<file path="config.mk">
export PLATFORM = sky130hd
export DESIGN_NAME = fifo_xfer_arb
export DESIGN_NICKNAME = d
export VERILOG_FILES = /design/src/rtl/fifo_xfer_arb.sv
export SDC_FILE = /design/constraint.sdc
export NUM_CORES = 1
export LEC_CHECK = 0
export ABC_AREA = 0
export CORE_ASPECT_RATIO = 0.9
export CORE_MARGIN = 3
export CORE_UTILIZATION = 36
export CTS_CLUSTER_SIZE = 20
export DETAILED_ROUTE_END_ITERATION = 8
export GPL_TIMING_DRIVEN = 0
export MAX_ROUTING_LAYER = met4
export PLACE_DENSITY = 0.83
export SLEW_MARGIN = 20
export SYNTH_ARGS = -nofsm -noshare
export SYNTH_HDL_FRONTEND = slang
export SYNTH_SLANG_ARGS = --single-unit
</file>
<file path="constraint.sdc">
create_clock -name clk_30M -period 2.5 [get_ports clk_30M]
set_clock_uncertainty 0.1 [all_clocks]
set_input_delay 0.5 -clock clk_30M [delete_from_list [all_inputs] [get_ports clk_30M]]
set_output_delay 0.5 -clock clk_30M [all_outputs]
set_load 0.03 [all_outputs]
</file>
<file path="src/rtl/fifo_xfer_arb.sv">
// fifo_xfer_arb
// Moves words from two first-word-fall-through source FIFOs into one sink
// FIFO. Sources are granted in bursts of up to BURST_LEN words. When both
// sources have data, the source that was not served last wins. The
// data/strobe path is combinational: a transfer pops the source and writes
// the sink in the same cycle.
//
// Optional feature: define XFER_STATS_EN to build the per-source transfer
// counters o_cnt0/o_cnt1, which wrap modulo 2^CNT_W. Without the macro they
// are tied to zero.
//
// Ports:
//   clk_30M   in   single clock, rising edge
//   nReset    in   synchronous active-low reset
//   i_en      in   arbitration enable
//   i_clr     in   synchronous soft clear, active-high, same effect as reset
//   i_rempty  in   [1:0] source empty flags, bit n = source n
//   i_rdata0  in   [DSIZE-1:0] head word of source 0
//   i_rdata1  in   [DSIZE-1:0] head word of source 1
//   o_rd      out  [1:0] pop strobes, bit n to source n
//   i_wfull   in   sink full flag
//   o_wr      out  sink write strobe
//   o_wdata   out  [DSIZE-1:0] sink write data
//   o_busy    out  high while serving a burst
//   o_grant   out  source currently (SERVE) or last (IDLE) served
//   o_cnt0    out  [CNT_W-1:0] words moved from source 0
//   o_cnt1    out  [CNT_W-1:0] words moved from source 1
module fifo_xfer_arb #(
    parameter int DSIZE     = 8,
    parameter int BURST_LEN = 4,
    parameter int CNT_W     = 16
) (
    input  logic             clk_30M,
    input  logic             nReset,
    input  logic             i_en,
    input  logic             i_clr,
    input  logic [1:0]       i_rempty,
    input  logic [DSIZE-1:0] i_rdata0,
    input  logic [DSIZE-1:0] i_rdata1,
    output logic [1:0]       o_rd,
    input  logic             i_wfull,
    output logic             o_wr,
    output logic [DSIZE-1:0] o_wdata,
    output logic             o_busy,
    output logic             o_grant,
    output logic [CNT_W-1:0] o_cnt0,
    output logic [CNT_W-1:0] o_cnt1
);

    typedef enum logic {
        IDLE  = 1'b0,
        SERVE = 1'b1
    } state_t;

    localparam logic [7:0] BCNT_LAST = 8'(BURST_LEN - 1);

    state_t     state;
    logic       sel;
    logic       last;
    logic [7:0] bcnt;

    logic       rst_now;
    logic       sel_empty;
    logic       serving;
    logic       xfer;
    logic       pick;

    // Clear and reset are equivalent and also suppress every output in the
    // cycle they are asserted, so a burst aborts without a stray strobe.
    assign rst_now   = !nReset || i_clr;
    assign sel_empty = sel ? i_rempty[1] : i_rempty[0];
    assign serving   = !rst_now && (state == SERVE);
    assign xfer      = serving && i_en && !sel_empty && !i_wfull;

    // Round-robin choice: a lone non-empty source wins outright, otherwise
    // the source not served last.
    always_comb begin
        pick = 1'b0;
        if (!i_rempty[0] && !i_rempty[1])
            pick = ~last;
        else if (i_rempty[0])
            pick = 1'b1;
        else
            pick = 1'b0;
    end

    always_ff @(posedge clk_30M) begin
        if (rst_now) begin
            state <= IDLE;
            bcnt  <= '0;
            last  <= 1'b1;
            sel   <= 1'b1;
        end else begin
            case (state)
                IDLE: begin
                    if (i_en && (i_rempty != 2'b11)) begin
                        sel   <= pick;
                        bcnt  <= '0;
                        state <= SERVE;
                    end
                end
                SERVE: begin
                    if (!i_en || sel_empty) begin
                        last  <= sel;
                        state <= IDLE;
                    end else if (!i_wfull) begin
                        if (bcnt == BCNT_LAST) begin
                            last  <= sel;
                            state <= IDLE;
                        end else begin
                            bcnt <= bcnt + 8'd1;
                        end
                    end
                end
                default: state <= IDLE;
            endcase
        end
    end

    assign o_rd    = xfer ? (sel ? 2'b10 : 2'b01) : 2'b00;
    assign o_wr    = xfer;
    assign o_wdata = serving ? (sel ? i_rdata1 : i_rdata0) : '0;
    assign o_busy  = serving;
    assign o_grant = rst_now ? 1'b1 : ((state == SERVE) ? sel : last);

`ifdef XFER_STATS_EN
    logic [CNT_W-1:0] cnt0;
    logic [CNT_W-1:0] cnt1;

    always_ff @(posedge clk_30M) begin
        if (rst_now) begin
            cnt0 <= '0;
            cnt1 <= '0;
        end else if (xfer) begin
            if (sel)
                cnt1 <= cnt1 + 1'b1;
            else
                cnt0 <= cnt0 + 1'b1;
        end
    end

    assign o_cnt0 = cnt0;
    assign o_cnt1 = cnt1;
`else
    assign o_cnt0 = '0;
    assign o_cnt1 = '0;
`endif

endmodule

</file>
Word level (Yosys, flattened, before mapping)
Index checks and enable logic that the tools add are counted.
{ "totals": {"in_bits": 23, "out_inout_bits": 45, "regBits": 11} }
{ "op_classes": {"mux": 22, "add_sub_neg": 1, "bitwise": 2, "n_eq_ne": 7, "reduce_logical": 19} }
{ "ops": {"columns": ["cell", "n"], "rows": [
  ["8-bit 2-to-1 mux", 6],
  ["8-bit one-hot mux with 2 select lines", 1],
  ["1-bit 2-to-1 mux", 12],
  ["2-bit != test, second input constant", 5],
  ["8-bit by 1-bit adder with 8-bit output, second input constant", 1],
  ["8-bit by 2-bit equality test with 1-bit output, second input constant", 1],
  ["1-bit logical NOT", 7],
  ["1-bit logical AND", 6],
  ["2-bit 2-to-1 mux", 2],
  ["4-bit AND reduction", 1],
  ["3-bit AND reduction", 1],
  ["1-bit logical OR", 2],
  ["2-bit by 1-bit != test with 1-bit output, second input constant", 1],
  ["1-bit inverter", 2],
  ["1-bit one-hot mux with 2 select lines", 1],
  ["2-bit AND reduction", 1],
  ["2-bit nonzero test", 1]
]} }

Longest topological paths before layout
Gate-level depths: netlist (run 1).
{ "logic_depth": {"depth_word": 8, "depth_mapped": 6} }

Worst setup path before layout (run 1)
Ideal clock, no wire load.
{ "synth_path": {"kind": "input-to-output", "startpoint": "input port nReset", "endpoint": "output port o_rd[1]", "t_arrival_ps": 2101, "path_buffers": 1, "slack_ps": -201, "stages": 5, "path_cell_list": "nor2b_1 nand2_1 clkbuf_1 nor2_1 and2_1"} }
{ "synth_between": {"elab_chain_cells": 8} }
{ "synth_rtl": {"columns": ["item", "line_no", "rtl"], "rows": [
  ["from (decl)", "34", "input logic nReset,"],
  ["1-bit logical NOT", "70", "assign rst_now = !nReset || i_clr;"],
  ["1-bit logical OR", "70", null],
  ["1-bit logical NOT", "72", "assign serving = !rst_now && (state == SERVE);"],
  ["1-bit logical AND", "72", null],
  ["1-bit logical AND (3 in a row)", "73", "assign xfer = serving && i_en && !sel_empty && !i_wfull;"],
  ["net o_wr", "42", "output logic o_wr,"],
  ["2-bit 2-to-1 mux", "120", "assign o_rd = xfer ? (sel ? 2'b10 : 2'b01) : 2'b00;"],
  ["to (decl)", "40", "output logic [1:0] o_rd,"]
]} }
The timed path passes the listed nets, and every way through them passes these cells.

Worst setup path in the final report (run 1)
{ "layout_path": {"startpoint": "input port nReset", "endpoint": "output port o_rd[1]"} }
{ "layout_between": {"elab_chain_cells": 8} }
{ "layout_rtl": {"columns": ["item", "line_no"], "rows": [
  ["1-bit logical NOT", "70"],
  ["1-bit logical OR", "70"],
  ["1-bit logical NOT", "72"],
  ["1-bit logical AND", "72"],
  ["1-bit logical AND (3 in a row)", "73"],
  ["2-bit 2-to-1 mux", "120"]
]} }
Every way passes these cells.

==> summary.md, run 1 <==
| Metric | Value |
|---|---|
| Synthesized instance count | `122` |
| Synth cell count leaders | `buf_4 (32), dfxtp_1 (11), mux2i_1 (9), nand2_1 (9), nor2_1 (9)` |
| FFs w/ async S/R, synth | `0` |
| CTS tree | `yes` |
| Antenna violations before repair | `0` |
| Register area | `220 sq um` |
| Critical-path top delay cell | `clkdlybuf4s50_1` |
| Vias per cell | `4.34` |
| # placed instances | `226` |
| Clk Latency, worst-skew pair | `0.28 ns` |
| Largest net degree at the start of global routing | `11` |
| Synth top area cells | `buf_4 (23%), dfxtp_1 (21%), mux2i_1 (8.6%)` |
| Seq/Total Area, Yosys | `0.211` |
| Status | `finished clean` |
| Finished Layout Cells | `231` |
| Area grow syn2layout | `54.6%` |
| Multi-input logic area | `696 sq um` |
| First-pass GRT wire length | `4.35 mm` |
| Slowest cell delay on critical path | `0.46 ns` |
| Chip Height | `57.1 um` |
| DR pass1 iterations | `4` |
| Antenna-violating nets left | `0` |
| Setup TNS | `0 ns` |
| Netlist cell types | `39` |
| Pwr dens | `305 nW/um^2` |
| Total track usage | `0.154` |
| Worst Path Max Fanout | `10` |
| Setup ws final | `0.0368 ns` |
| Row Count | `17` |
| Most frequent cell after synthesis | `buf_4` |
| Setup-failing EPs final | `0` |
| Worst path required time | `1.90 ns` |
| Fin. Hold Viols | `0` |
| Largest area contributor in the synthesized netlist | `buf_4` |
| Power Total | `492 uW` |
| Synth top area share | `0.230` |
| Clk pin slew, worst setup/hold paths | `0.07 ns` |
| Worst Path Arrival | `1.86 ns` |
| Layout cells sized above 1 | `0.332` |
| Wire per inst | `11.6 um` |
| Final nets | `218` |
| Top FF cell, synth | `dfxtp_1` |
| Max H-tree Level | `1` |
| LEAKAGE | `0.000802 uW` |
| Max Fclk | `406 MHz` |
| # IOs | `68` |
| Max-cap violations | `0` |
| CTS sink count | `11` |
| Layout fillers | `240` |
| Yosys reg bits | `11` |
| Final slew viol count | `0` |
| Vias in the first global route | `933` |
| Critical setup path kind | `primary input to output pin` |
| Hold Crit Class | `register to register` |
| Synth Warn # | `0` |
| Via count | `1003` |
| Chip Width | `62.8 um` |
| Max IR drop VDD | `0.186 mV` |
| Minimum clock period | `2.46 ns` |
| Total CTS buffers | `3` |
| Core Region | `2590 sq um` |
| CP cell instances | `clkdlybuf4s50_1, nor2b_4, nand2_4, buf_6, nor2_2, and2_1, clkbuf_4` |
| # diodes | `0` |
| Final instance area | `1610 sq um` |
| CTS max path bufs | `2` |
| Hold buffer count at cts | `0` |
| DPL Wire Length | `2.18 mm` |
| Mapped cell area | `1040 sq um` |
| Post-synth EDFFs | `0` |
| Total gr overflow | `0` |
| Die ar. | `3580 sq um` |
| Routed wire length | `2.68 mm` |
| Clk root buf | `clkbuf_4` |
| # DRC | `0` |
| Tcrit/Tclk final | `0.985` |
| Dpl cell area | `1570 sq um` |
| Mapped Avg Cell Area | `8.55 sq um` |
| PortBufs | `35` |
| Type of origin of the critical path | `primary input` |
| Setup crit end kind | `output pin` |
| Pre-CTS WS | `-1.06 ns` |
| Routability cong. | `0.795` |
| Initial Util | `0.402` |
| DR iter-0 viols | `37` |
[power breakdown]
group | switching (uW) | internal [uW]
Sequential | 1.82 | 177
Clock | 65.0 | 62.0
Combinational | 102 | 85.0
[worst paths after layout]
path | depth (start not counted) | to | slack (ns) | from
hold reg to reg | 1 | bcnt[1] | 0.45 | bcnt[1]
setup reg to reg | 5 | bcnt[2] | 0.40 | bcnt[0]
setup / recovery | 7 | o_rd[1] | 0.04 | nReset
hold / removal | 1 | bcnt[1] | 0.45 | bcnt[1]
[area by class of cell]
type / count / area share
Inverter: 2 / 0.00465
Timing Repair Buffer: 36 / 0.216
Multi-Input combinational cell: 105 / 0.431
Sequential cell: 11 / 0.137
Clock buffer: 4 / 0.0163
Buffer: 35 / 0.166
Tap cell: 38 / 0.0295
[layer usage]
metal | wire (um) | vias to the layer above | track usage
met4 | 11 | 0 | 0.0283
met2 | 1420 | 48 | 0.277
li1 | - | 512 | -
met3 | 178 | 4 | 0.0551
met1 | 1080 | 439 | 0.165
met5 | 0 | - | -
[sequential cells by signal, summed over array words and instances (netlist names)]
name,count
bcnt,8
last,1
sel,1
state,1
[critical path: cells and delay by family]
family | cells | cell delay, ns
buf+inv | 3 | 0.82
simple gates | 4 | 0.54
[per-stage QoR]
stage	hold slack, ns	utilization
after CTS	0.437	0.619
after floorplan	0.381	-
after global routing	0.469	0.622
after global placement	0.409	0.603
final	0.452	0.622
after detailed placement	0.420	0.603
[logic make-up after synthesis]
group           after synthesis  synth area share
simple gates                 44             0.261
buf+inv                      37             0.255
compound gates               17             0.138
mux                          11             0.119
flops                        11             0.211
fa+ha+maj                     1            0.0120
other cells                   1           0.00359
[placed cells by master, fill, tap and decap left out, types with 2 or more instances in the layout]
| master | instances |
|---|---|
| conb_1 | 32 |
| nor2_1 | 8 |
| o21ai_0 | 4 |
| clkdlybuf4s15_2 | 6 |
| buf_2 | 2 |
| buf_4 | 34 |
| buf_6 | 2 |
| nand2_1 | 8 |
| nand3_1 | 4 |
| clkdlybuf4s50_1 | 22 |
| clkbuf_4 | 4 |
| a221o_1 | 2 |
| and2_1 | 2 |
| o22a_1 | 3 |
| nor2b_1 | 2 |
| dlygate4sd2_1 | 2 |
| dfxtp_1 | 11 |
| nor4_1 | 4 |
| nor3_2 | 2 |
| mux2i_1 | 9 |
| inv_1 | 2 |
[timing repair]
action	4_1_cts	5_1_grt
setup buffers	1	0
gates resized for setup	52	3
setup endpoints to repair	13	8
No activity file was read; power rests on OpenSTA's default activity.
==> run 2, diff against run 1 <==
GPL_TIMING_DRIVEN = not set   (was 0)
==> run 2 against run 1 <==
  * Clock-buffer cell count unchanged
  * Worst setup slack better by 0.073 ns
  * Clock power hardly changed
  * Combinational power shrank 23%
  * Register-to-register slack barely moved
  * Routed wire length is 16% lower
  * Critical path depth shrank 1
  * Non-clock buffer count is 32 lower
  * Largest cell class unchanged
  * Largest power group is now sequential cells
==> summary.md, run 2 (synthesis gave the netlist of run 1 again) <==
| Metric | Value |
|---|---|
| First-pass GRT wire length | `3.73 mm (-14%)` |
| Reg2Reg Launch Point | `bcnt[0]` |
| Area grow syn2layout | `27.5%` |
| Worst Path Arrival | `1.79 ns (-0.07 ns)` |
| Most frequent cells in the layout | `conb_1 (32), clkdlybuf4s50_1 (22), buf_4 (17)` |
| Crit Reg-Reg Endpoint | `bcnt[2]` |
| LEAKAGE | `0.000618 uW (-23%)` |
| Antenna violations before repair | `0 (unchanged)` |
| CTS tree | `yes` |
| Met1 usage | `0.147 (-0.0180)` |
| Hold Crit Class | `register to register` |
| Row Count | `17 (unchanged)` |
| Antenna-violating nets left | `0 (unchanged)` |
| DR pass1 iterations | `4 (unchanged)` |
| Initial Util | `0.402 (unchanged)` |
| Clk Latency, worst-skew pair | `0.28 ns (about the same)` |
| DR iter-0 viols | `23 (-38%)` |
| CTS max path bufs | `2 (unchanged)` |
| Max reg flops | `8 (unchanged)` |
| GR Util met3 | `0.0630 (+0.00787)` |
| Hold buffer count at cts | `0 (unchanged)` |
| Tcrit/Tclk final | `0.956 (-0.0291)` |
| Critical-path top delay cell | `clkdlybuf4s50_1` |
| Total gr overflow | `0 (unchanged)` |
| Power Total | `446 uW (-9.4%)` |
| Hold depth | `1 (unchanged)` |
| Status | `finished clean` |
| Clk pin slew, worst setup/hold paths | `0.06 ns (about the same)` |
| Post_cts resized | `0 (-100%)` |
| Core Region | `2590 sq um (unchanged)` |
| Max-cap violations | `0 (unchanged)` |
| Critical setup path kind | `primary input to output pin` |
| Leading cell type in the layout, fill and taps excluded | `conb_1` |
| PortBufs | `35 (unchanged)` |
| Total CTS buffers | `3 (unchanged)` |
| Die ar. | `3580 sq um (unchanged)` |
| Max Fclk | `418 MHz (+3.0%)` |
| Type of origin of the critical path | `primary input` |
| Post-CTS setup repair buffer count | `0 (-1)` |
| Max H-tree Level | `1 (unchanged)` |
| Wire per inst | `11.3 um (-2.4%)` |
| CP cell instances | `clkdlybuf4s50_1, mux2i_4, nand3b_4, nor2_2, and2_1, buf_4` |
| # DRC | `0 (unchanged)` |
| Setup-failing EPs final | `0 (unchanged)` |
| Total track usage | `0.130 (-0.0241)` |
| Reg2reg setup slack | `0.41 ns (about the same)` |
| Layout cells sized above 1 | `0.199 (-0.133)` |
| Min-Delay Endpoint | `bcnt[6]` |
| Final slew viol count | `0 (unchanged)` |
| Top Family by Delay on Critical Path | `buffers and inverters` |
| DPL Wire Length | `1.87 mm (-14%)` |
| CTS sink count | `11 (unchanged)` |
| Minimum clock period | `2.39 ns (-0.0727 ns)` |
| Setup crit end kind | `output pin` |
| Clk root buf | `clkbuf_4` |
| Critical path depth | `6 (-1)` |
| Top reg by flops | `bcnt` |
| # IOs | `68 (unchanged)` |
| Max IR drop VDD | `0.252 mV (+36%)` |
| Fin. Hold Viols | `0 (unchanged)` |
| Chip Height | `57.1 um (unchanged)` |
| Vias per cell | `4.62 (+6.4%)` |
| Worst Path Max Fanout | `9 (-1)` |
| Largest net degree at the start of global routing | `14 (+3)` |
| Chip Width | `62.8 um (unchanged)` |
| Worst path required time | `1.90 ns (about the same)` |
| Min-Delay Startpoint | `bcnt[6]` |
| Slowest cell delay on critical path | `0.49 ns (+0.03 ns)` |
| Unrepaired setup endpoints after global routing | `no` |
| R2r worst-path depth | `5 (unchanged)` |
| Final nets | `186 (-15%)` |
| Core Util, Final | `0.513 (-0.109)` |
| Routability cong. | `0.769 (-3.4%)` |
| Met2 Usage GRT | `0.213 (-0.0638)` |
| Vias in the first global route | `836 (-10%)` |
| # diodes | `0 (unchanged)` |
| Via count | `919 (-8.4%)` |
| Buffer and inverter count on the worst path | `2 (-1)` |
| Grt peak-use layer | `met2` |
| Routed wire length | `2.26 mm (-16%)` |
| Pwr dens | `335 nW/um^2 (+9.9%)` |
run 2: power by group:
part	switching, uW	internal, uW	total [uW]
sequential	1.93	177	179
combinational	94.0	49.9	144
clock	61.8	61.9	124
run 2: cell type report:
class	count	area (sq um)
tap	38	47.5
clock buffer	4	26.3
timing repair buffer	39	348
multi-input combinational	105	681
fill	256	1260
inverter	2	7.51
sequential	11	220
run 2: how the worst max path moves through the flow:
stage | start | end | slack, ns
6_report | i_rempty[1] | o_rd[1] | 0.11
2_1_floorplan | nReset | o_rd[1] | -0.06
3_5_place_dp | i_rempty[1] | o_rd[1] | 0.11
3_3_place_gp | i_rempty[1] | o_rd[1] | 0.15
5_1_grt | nReset | o_wdata[0] | 0.008
4_1_cts | i_rempty[1] | o_rd[1] | 0.10
run 2: worst reg2reg max path, stage by stage, from the launching register on:
cell and delay, ns:
dfxtp_1 0.38, ha_1 0.22, or4b_4 0.51, nor4_4 0.35
nor3_2 0.12, a221o_1 0.30
run 2: through the flow:
step | hold WS, ns | TNS, ns | std cells | setup slack, ns | instance area (sq um)
2_1_floorplan | 0.381 | -0.0614 | 153 | -0.0614 | 1170
3_3_place_gp | 0.412 | 0 | 195 | 0.148 | 1300
3_5_place_dp | 0.430 | 0 | 195 | 0.106 | 1300
4_1_cts | 0.446 | 0 | 199 | 0.104 | 1330
5_1_grt | 0.477 | 0 | 199 | 0.00849 | 1330
6_report | 0.441 | 0 | 199 | 0.110 | 1330
run 2: routing by layer:
layer	wire, um	vias up
met3	213	2
li1	-	450
met4	8	0
met5	0	-
met1	853	432
met2	1180	35
